==> config.mk <==
export PLATFORM = sky130hd
export DESIGN_NAME = rl_dmp_dccm_rmw_merge
export DESIGN_NICKNAME = d
export VERILOG_FILES = /design/src/rtl/rl_dmp_dccm_rmw_merge_pkg.sv /design/src/rtl/rl_dmp_dccm_ecc_encoder.sv /design/src/rtl/rl_dmp_dccm_rmw_merge.sv
export SDC_FILE = /design/constraint.sdc
export NUM_CORES = 1
export LEC_CHECK = 0
export CAP_MARGIN = 25
export CORE_MARGIN = 2
export CORE_UTILIZATION = 38
export CTS_CLUSTER_DIAMETER = 100
export CTS_CLUSTER_SIZE = 40
export DETAILED_ROUTE_END_ITERATION = 12
export PLACE_DENSITY_LB_ADDON = 0.08
export REMOVE_ABC_BUFFERS = 1
export SKIP_CTS_REPAIR_TIMING = 1
export SLEW_MARGIN = 10
export SYNTH_ARGS = -nofsm -noshare
export SYNTH_HDL_FRONTEND = slang
export SYNTH_SLANG_ARGS = --single-unit
==> constraint.sdc <==
create_clock -name clk -period 1.79 [get_ports clk]
set_input_delay 0.358 -clock clk [delete_from_list [all_inputs] [get_ports clk]]
set_output_delay 0.358 -clock clk [all_outputs]
set_load 0.05 [all_outputs]
==> src/rtl/rl_dmp_dccm_rmw_merge_pkg.sv <==
// Shared DMP DCCM store-path definitions: geometry, RMW state encoding, byte merge.
package rl_dmp_dccm_rmw_merge_pkg;

    localparam int DCCM_DATA_W = 32;
    localparam int DCCM_ADDR_W = 17;
    localparam int DCCM_ECC_W  = 8;

    typedef enum logic [2:0] {
        ST_IDLE,
        ST_RD,
        ST_RWAIT,
        ST_WR,
        ST_DONE,
        ST_ERR
    } state_e;

    // Byte i of the result comes from new_w when be[i] is set, else from old_w.
    function automatic logic [DCCM_DATA_W-1:0] byte_merge(
        input logic [DCCM_DATA_W-1:0]   old_w,
        input logic [DCCM_DATA_W-1:0]   new_w,
        input logic [DCCM_DATA_W/8-1:0] be
    );
        logic [DCCM_DATA_W-1:0] res;
        res = old_w;
        for (int i = 0; i < DCCM_DATA_W/8; i++) begin
            if (be[i]) begin
                res[8*i +: 8] = new_w[8*i +: 8];
            end
        end
        return res;
    endfunction

endpackage

==> src/rtl/rl_dmp_dccm_ecc_encoder.sv <==
// DCCM check-bit generator over data and word address (combinational, no backpressure).
// ecc[5:0]: Hamming position parity, data bit j at position j+1, addr bit i at i+33; ecc[6]/ecc[7]: data/addr overall parity.
module rl_dmp_dccm_ecc_encoder
    import rl_dmp_dccm_rmw_merge_pkg::*;
(
    input  logic [DCCM_DATA_W-1:0] data,
    input  logic [DCCM_ADDR_W-1:0] addr,
    output logic [DCCM_ECC_W-1:0]  ecc
);

    logic [5:0] pos;

    always_comb begin
        ecc = '0;
        pos = '0;
        for (int j = 0; j < DCCM_DATA_W; j++) begin
            pos = 6'(j + 1);
            for (int k = 0; k < 6; k++) begin
                if (pos[k]) ecc[k] = ecc[k] ^ data[j];
            end
            ecc[6] = ecc[6] ^ data[j];
        end
        for (int i = 0; i < DCCM_ADDR_W; i++) begin
            pos = 6'(i + 33);
            for (int k = 0; k < 6; k++) begin
                if (pos[k]) ecc[k] = ecc[k] ^ addr[i];
            end
            ecc[7] = ecc[7] ^ addr[i];
        end
    end

endmodule

==> src/rtl/rl_dmp_dccm_rmw_merge.sv <==
// DCCM store read-modify-write: full words written directly, partial words read, merged, re-encoded.
// Optional held-word bypass for back-to-back partial stores: RL_DMP_DCCM_RMW_BYPASS_EN.
module rl_dmp_dccm_rmw_merge
    import rl_dmp_dccm_rmw_merge_pkg::*;
(
    input  logic                               clk,
    input  logic                               rst_a,
    input  logic                               req_valid,
    output logic                               req_ready,
    input  logic [DCCM_ADDR_W-1:0]             req_addr,
    input  logic [DCCM_DATA_W-1:0]             req_wdata,
    input  logic [DCCM_DATA_W/8-1:0]           req_be,
    output logic                               dccm_req,
    output logic                               dccm_we,
    output logic [DCCM_ADDR_W-1:0]             dccm_addr,
    output logic [DCCM_ECC_W+DCCM_DATA_W-1:0]  dccm_wdata,
    input  logic                               dccm_gnt,
    input  logic                               rd_valid,
    input  logic [DCCM_DATA_W-1:0]             rd_data,
    input  logic                               rd_dbe,
    output logic                               done_valid,
    output logic                               done_err,
    input  logic                               bypass_inv
);

    state_e                   state_q, state_d;
    logic [DCCM_ADDR_W-1:0]   addr_q, addr_d;
    logic [DCCM_DATA_W-1:0]   word_q, word_d;
    logic [DCCM_DATA_W/8-1:0] be_q, be_d;
    logic [DCCM_ECC_W-1:0]    ecc;
    logic                     byp_hit;
    logic [DCCM_DATA_W-1:0]   byp_word;

`ifdef RL_DMP_DCCM_RMW_BYPASS_EN
    logic                   held_vld_q, held_vld_d;
    logic [DCCM_ADDR_W-1:0] held_addr_q, held_addr_d;
    logic [DCCM_DATA_W-1:0] held_word_q, held_word_d;

    assign byp_hit  = held_vld_q && !bypass_inv && (held_addr_q == req_addr);
    assign byp_word = held_word_q;

    // An external invalidate wins over a write completing in the same cycle.
    always_comb begin
        held_vld_d  = held_vld_q;
        held_addr_d = held_addr_q;
        held_word_d = held_word_q;
        if (state_q == ST_WR && dccm_gnt) begin
            held_vld_d  = 1'b1;
            held_addr_d = addr_q;
            held_word_d = word_q;
        end
        if (state_q == ST_ERR || bypass_inv) begin
            held_vld_d = 1'b0;
        end
    end

    always_ff @(posedge clk or negedge rst_a) begin
        if (!rst_a) begin
            held_vld_q  <= 1'b0;
            held_addr_q <= '0;
            held_word_q <= '0;
        end else begin
            held_vld_q  <= held_vld_d;
            held_addr_q <= held_addr_d;
            held_word_q <= held_word_d;
        end
    end
`else
    logic unused_bypass_inv;
    assign unused_bypass_inv = bypass_inv;
    assign byp_hit           = 1'b0;
    assign byp_word          = '0;
`endif

    always_comb begin
        state_d = state_q;
        addr_d  = addr_q;
        word_d  = word_q;
        be_d    = be_q;
        case (state_q)
            ST_IDLE: begin
                if (req_valid) begin
                    addr_d = req_addr;
                    word_d = req_wdata;
                    be_d   = req_be;
                    if (req_be == 4'hF) begin
                        state_d = ST_WR;
                    end else if (req_be == 4'h0) begin
                        state_d = ST_DONE;
                    end else if (byp_hit) begin
                        word_d  = byte_merge(byp_word, req_wdata, req_be);
                        state_d = ST_WR;
                    end else begin
                        state_d = ST_RD;
                    end
                end
            end
            ST_RD: begin
                if (dccm_gnt) state_d = ST_RWAIT;
            end
            ST_RWAIT: begin
                if (rd_valid) begin
                    if (rd_dbe) begin
                        state_d = ST_ERR;
                    end else begin
                        word_d  = byte_merge(rd_data, word_q, be_q);
                        state_d = ST_WR;
                    end
                end
            end
            ST_WR: begin
                if (dccm_gnt) state_d = ST_DONE;
            end
            ST_DONE: state_d = ST_IDLE;
            ST_ERR:  state_d = ST_IDLE;
            default: state_d = ST_IDLE;
        endcase
    end

    always_ff @(posedge clk or negedge rst_a) begin
        if (!rst_a) begin
            state_q <= ST_IDLE;
            addr_q  <= '0;
            word_q  <= '0;
            be_q    <= '0;
        end else begin
            state_q <= state_d;
            addr_q  <= addr_d;
            word_q  <= word_d;
            be_q    <= be_d;
        end
    end

    rl_dmp_dccm_ecc_encoder u_ecc (
        .data (word_q),
        .addr (addr_q),
        .ecc  (ecc)
    );

    // Address and data come straight from flops, so they cannot move while a request waits for grant.
    assign req_ready  = (state_q == ST_IDLE);
    assign dccm_req   = (state_q == ST_RD) || (state_q == ST_WR);
    assign dccm_we    = (state_q == ST_WR);
    assign dccm_addr  = addr_q;
    assign dccm_wdata = {ecc, word_q};
    assign done_valid = (state_q == ST_DONE) || (state_q == ST_ERR);
    assign done_err   = (state_q == ST_ERR);

endmodule

# Word-level counts from Yosys, hierarchy flattened
# Index checks and enable logic that the tools add are counted.
[word_totals] wordCells=223 reg_bits=56 input_bits=92 output_inout_bits=62
[classes] mux=16 bitwise=174 n_reduce_logical=11 eq_ne=15
[ops] cell="$xor A1 B1 Y1" n=174
[ops] cell="$mux W32" n=3
[ops] cell="$pmux W32 S2" n=1
[ops] cell="$mux W8" n=4
[ops] cell="$mux W3" n=7
[ops] cell="$reduce_and A5 Y1" n=4
[ops] cell="$ne A2 B2 Y1 const B" n=8
[ops] cell="$pmux W3 S4" n=1
[ops] cell="$eq A3 B2 Y1 const B" n=2
[ops] cell="$eq A3 B3 Y1 const B" n=2
[ops] cell="$eq A4 B4 Y1 const B" n=1
[ops] cell="$logic_not A4 Y1" n=1
[ops] cell="$reduce_and A4 Y1" n=1
[ops] cell="$eq A3 B1 Y1 const B" n=1
[ops] cell="$logic_not A3 Y1" n=1
[ops] cell="$logic_or A1 B1 Y1" n=2
[ops] cell="$ne A2 B1 Y1 const B" n=1
[ops] cell="$reduce_and A2 Y1" n=1
[ops] cell="$reduce_bool A2 Y1" n=1

# Longest topological paths before layout
[depth] ltp_word=31 ltp_mapped=6 mapped_depth_nobuf=4

# Cells and area by module
# From an unflattened synthesis, not the netlist that was laid out.
[hier_totals] hier_cells=329 hier_area_um2=3803.6
[modules_own_cells] mod="rl_dmp_dccm_rmw_merge" cells_per_inst=252 area_each_um2=2837.7 instances=1 seq_area_each_um2=1401.3
[modules_own_cells] mod="rl_dmp_dccm_ecc_encoder" cells_per_inst=77 area_each_um2=965.9 instances=1 seq_area_each_um2=0.0

# Worst setup path after synthesis
# No wires, ideal clock.
[synth_path] path_kind="register to output" from="reg word_q[18]" to="out dccm_wdata[36]" n_path_buf=0 slack_ns=-1.060 path_stages_with_launch=5 t_required_ns=1.432 arrival_time_ns=2.492 path_cell_list="dfrtp_1 > xor2_1 > xnor3_1 > xnor3_1 > xnor2_1"
[synth_between] elab_chain_len=15
[synth_lines] element="start: declaration" line="rl_dmp_dccm_rmw_merge.sv:28" text="logic [DCCM_DATA_W-1:0] word_q, word_d;"
[synth_lines] element="start signal: assignment" line="rl_dmp_dccm_rmw_merge.sv:129" text="word_q <= word_d;"
[synth_lines] element="$xor A1 B1 Y1 (13 in series)" line="rl_dmp_dccm_ecc_encoder.sv:19" text="if (pos[k]) ecc[k] = ecc[k] ^ data[j];"
[synth_lines] element="$xor A1 B1 Y1 (2 in series)" line="rl_dmp_dccm_ecc_encoder.sv:26" text="if (pos[k]) ecc[k] = ecc[k] ^ addr[i];"
[synth_lines] element="end: declaration" line="rl_dmp_dccm_rmw_merge.sv:16" text="output logic [DCCM_ECC_W+DCCM_DATA_W-1:0] dccm_wdata,"
# Every way passes these cells.

# Worst setup path in the final report
[layout_path] from="reg word_q[13]" to="out dccm_wdata[38]"
[layout_between] elab_chain_len=19
[layout_lines] element="$xor A1 B1 Y1 (19 in series)" line="rl_dmp_dccm_ecc_encoder.sv:21" text="ecc[6] = ecc[6] ^ data[j];"
# Every way passes these cells.

==> impl_metrics.csv <==
group,metric,value,unit
die,start_util,39.4,%
clocking,cts_tree,"yes",
global_route,grt_pass1_vias,3076,
clocking,numCtsBuffers,5,
global_route,gr-total-overflow,0,
sta,holdWs,41.5,ps
yosys,synth_top_area_share,40.4,%
sta,rsz0062_at_grt,"yes",
sta,hold_viol,0,
route,drtIter0Drc,77,
yosys,yosysMostFrequentCell,"dfrtp_1",
clocking,clock-root-buffer,"clkbuf_8",
die,die_y,99.6,µm
sta,fin_crit,2610,ps
yosys,synth_common_cells,"dfrtp_1 (56), xnor2_1 (52), mux2i_1 (33), nand2_1 (33), o21ai_0 (33)",
global_route,grt_max_degree,33,
route,drt-vias-per-instance,4.69,
die,die_w,99.6,µm
yosys,synth_edf_count,0,
sta,fin_crit_sh,146,%
place,io_buffers,152,
finish,design_area,0.00605,mm²
setup_path,cp_slowest_stage_delay,450,ps
global_route,track_usage,19.2,%
die,dieArea,0.00992,mm²
setup_path,crit_slowest_cell,"xnor3_1",
route,wl,9660,µm
sta,fin_skew,6.00,ps
clocking,insertion_delay,310,ps
yosys,synth_area_leader_cell,"dfrtp_1",
yosys,syn_inst,303,
die,ioPinCount,154,
setup_path,cp_common_cell,"xnor3_1",
setup_path,start_kind,"flip-flop",
clocking,cts.reportedPaths.clkPinSlew,100,ps
die,rows,34,
run_status,outcome,"finished with violations",
place,place_area,0.00572,mm²
sta,slew_headroom,60.4,%
die,coreArea,0.00881,mm²
finish,nets,621,
setup_path,cp-end-kind,"output pin",
place,hpwlAfterDp,7800,µm
yosys,ys_seq_area_share,40.4,%
finish,stdcell_count,638,
setup_path,critPathKind,"reg2out",
yosys,synth_flop_cell,"dfrtp_1",
clocking,cts.sinks,56,
run_status,violations,"setup timing",
sta,clock.fmax,0.383,GHz
finish,final_core_util,68.8,%
yosys,ys_types,28,
finish,insertedDiodeCount,0,
clocking,cts_max_level,2,
global_route,antenna_found_initial,0,
route,drcViolationCount,0,
setup_path,path_cells,"xnor3_1 -> xnor3_1 -> xnor3_2 -> xnor3_1 -> buf_12",
route,wl_per_cell,15.1,µm
setup_path,cp.required,1430,ps
sta,tightest_slew,594,ps
sta,setup_viol,8,
route,drtAntennaViolNets,0,
route,num_vias,2990,
yosys,syn_area_per_cell,11.5,µm²
place,placed_cells,624,
finish,drive_above_1_share,38.1,%
yosys,async_flop_share,100,%
place,place_congestion,0.809,
yosys,synth_area,0.00347,mm²
setup_path,arrival,2250,ps
finish,area_delta_synth_final,74.4,%
setup_path,cp_max_fo,3,
yosys,ys_top_cells_by_area,"dfrtp_1 (40%), xnor2_1 (13%), xnor3_1 (9.7%), mux2i_1 (9.5%), mux2_2 (6.8%)",
route,first_pass_iters,4,
yosys,synth-seq-cells,56,
run,maxCapViolCount,0,
global_route,grt_first_pass_wirelength,15000,µm
yosys,ys_warn_count,0,
clocking,clock_path_buffers,2,
sta,layout_setup_ws,-821,ps
sta,final-max-slew-violation-count,0,
min_path,hold_class,"in2async",
## layout make-up
| type | count | area [µm²] |
|---|---|---|
| timing repair buffer | 232 | 2230 |
| tap | 108 | 135 |
| clock buffer | 6 | 72.6 |
| inverter | 1 | 3.75 |
| clock inverter | 2 | 35.0 |
| sequential | 56 | 1410 |
| multi-input combinational | 233 | 2170 |
| fill | 676 | 2750 |
## logic make-up after synthesis
kind of cell    after synthesis  share of synthesized area (%)
mux                          54                           16.3
compound gates               46                           7.32
buf+inv                      14                           1.69
simple gates                 49                           6.31
xor+xnor                     84                           28.0
flops                        56                           40.4
## final timing paths
kind	start	endpoint	slack, ps	depth (start not counted)
worst max register to register	state_q[2]	word_q[10]	250	4
max in group asynchronous	rst_a	state_q[2]	1130	2
worst max-delay path	word_q[13]	dccm_wdata[38]	-820	5
worst min register to register	be_q[3]	be_q[3]	530	1
worst min-delay path	rst_a	word_q[5]	40	1
min in group clk	be_q[3]	be_q[3]	530	1
## sequential cells by signal, indices dropped and copies added, names as in the netlist
signal     count
word_q        32
dccm_addr     17
be_q           4
state_q        3
## metrics by stage
step                TNS, ps  setup WS [ps]
global placement      -2830           -403
detailed placement    -3390           -497
finish                -5690           -821
floorplan           -118950          -2770
CTS                   -6230           -860
global route          -6440           -929
## worst max-delay path, delay by kind of cell (launching register included)
kind	cells	cell delay, ps
buffers and inverters	1	150
DFF	1	430
xor gates and xnor gates	4	1370
## placed cells by master (no fill, tap or decap), drive strengths merged
master | Yosys | final
or4 | 1 | 1
xnor2 | 54 | 54
a21o | 1 | 1
a21oi | 1 | 1
a211oi | 5 | 5
o311a | 1 | 1
and3b | 1 | 1
dfrtp | 56 | 56
nor2b | 2 | 2
nand2b | 2 | 2
xor3 | 1 | 1
mux2 | 21 | 21
nor2 | 3 | 3
nor3 | 2 | 2
buf | 5 | 143
mux2i | 33 | 33
nand4 | 1 | 1
a311oi | 1 | 1
xnor3 | 15 | 15
nand2 | 33 | 33
o21ai | 37 | 37
bufinv | 0 | 1
clkdlybuf4s50 | 0 | 89
nor3b | 1 | 1
clkinv | 0 | 1
xor2 | 14 | 14
clkbuf | 8 | 6
inv | 1 | 1
and2 | 3 | 3
## routing by layer
metal	GRT usage (%)	wire length (µm)	share of wire, %	vias to the layer above
li1	-	-	-	1496
met1	24.6	4050	42	1399
met2	34.8	5100	53	88
met3	3.30	464	4.8	7
met4	2.53	50	0.52	0
met5	0	0	0	-
Power is not shown: default switching activity piles up to over one toggle a cycle in this logic, so the estimate is an artifact.
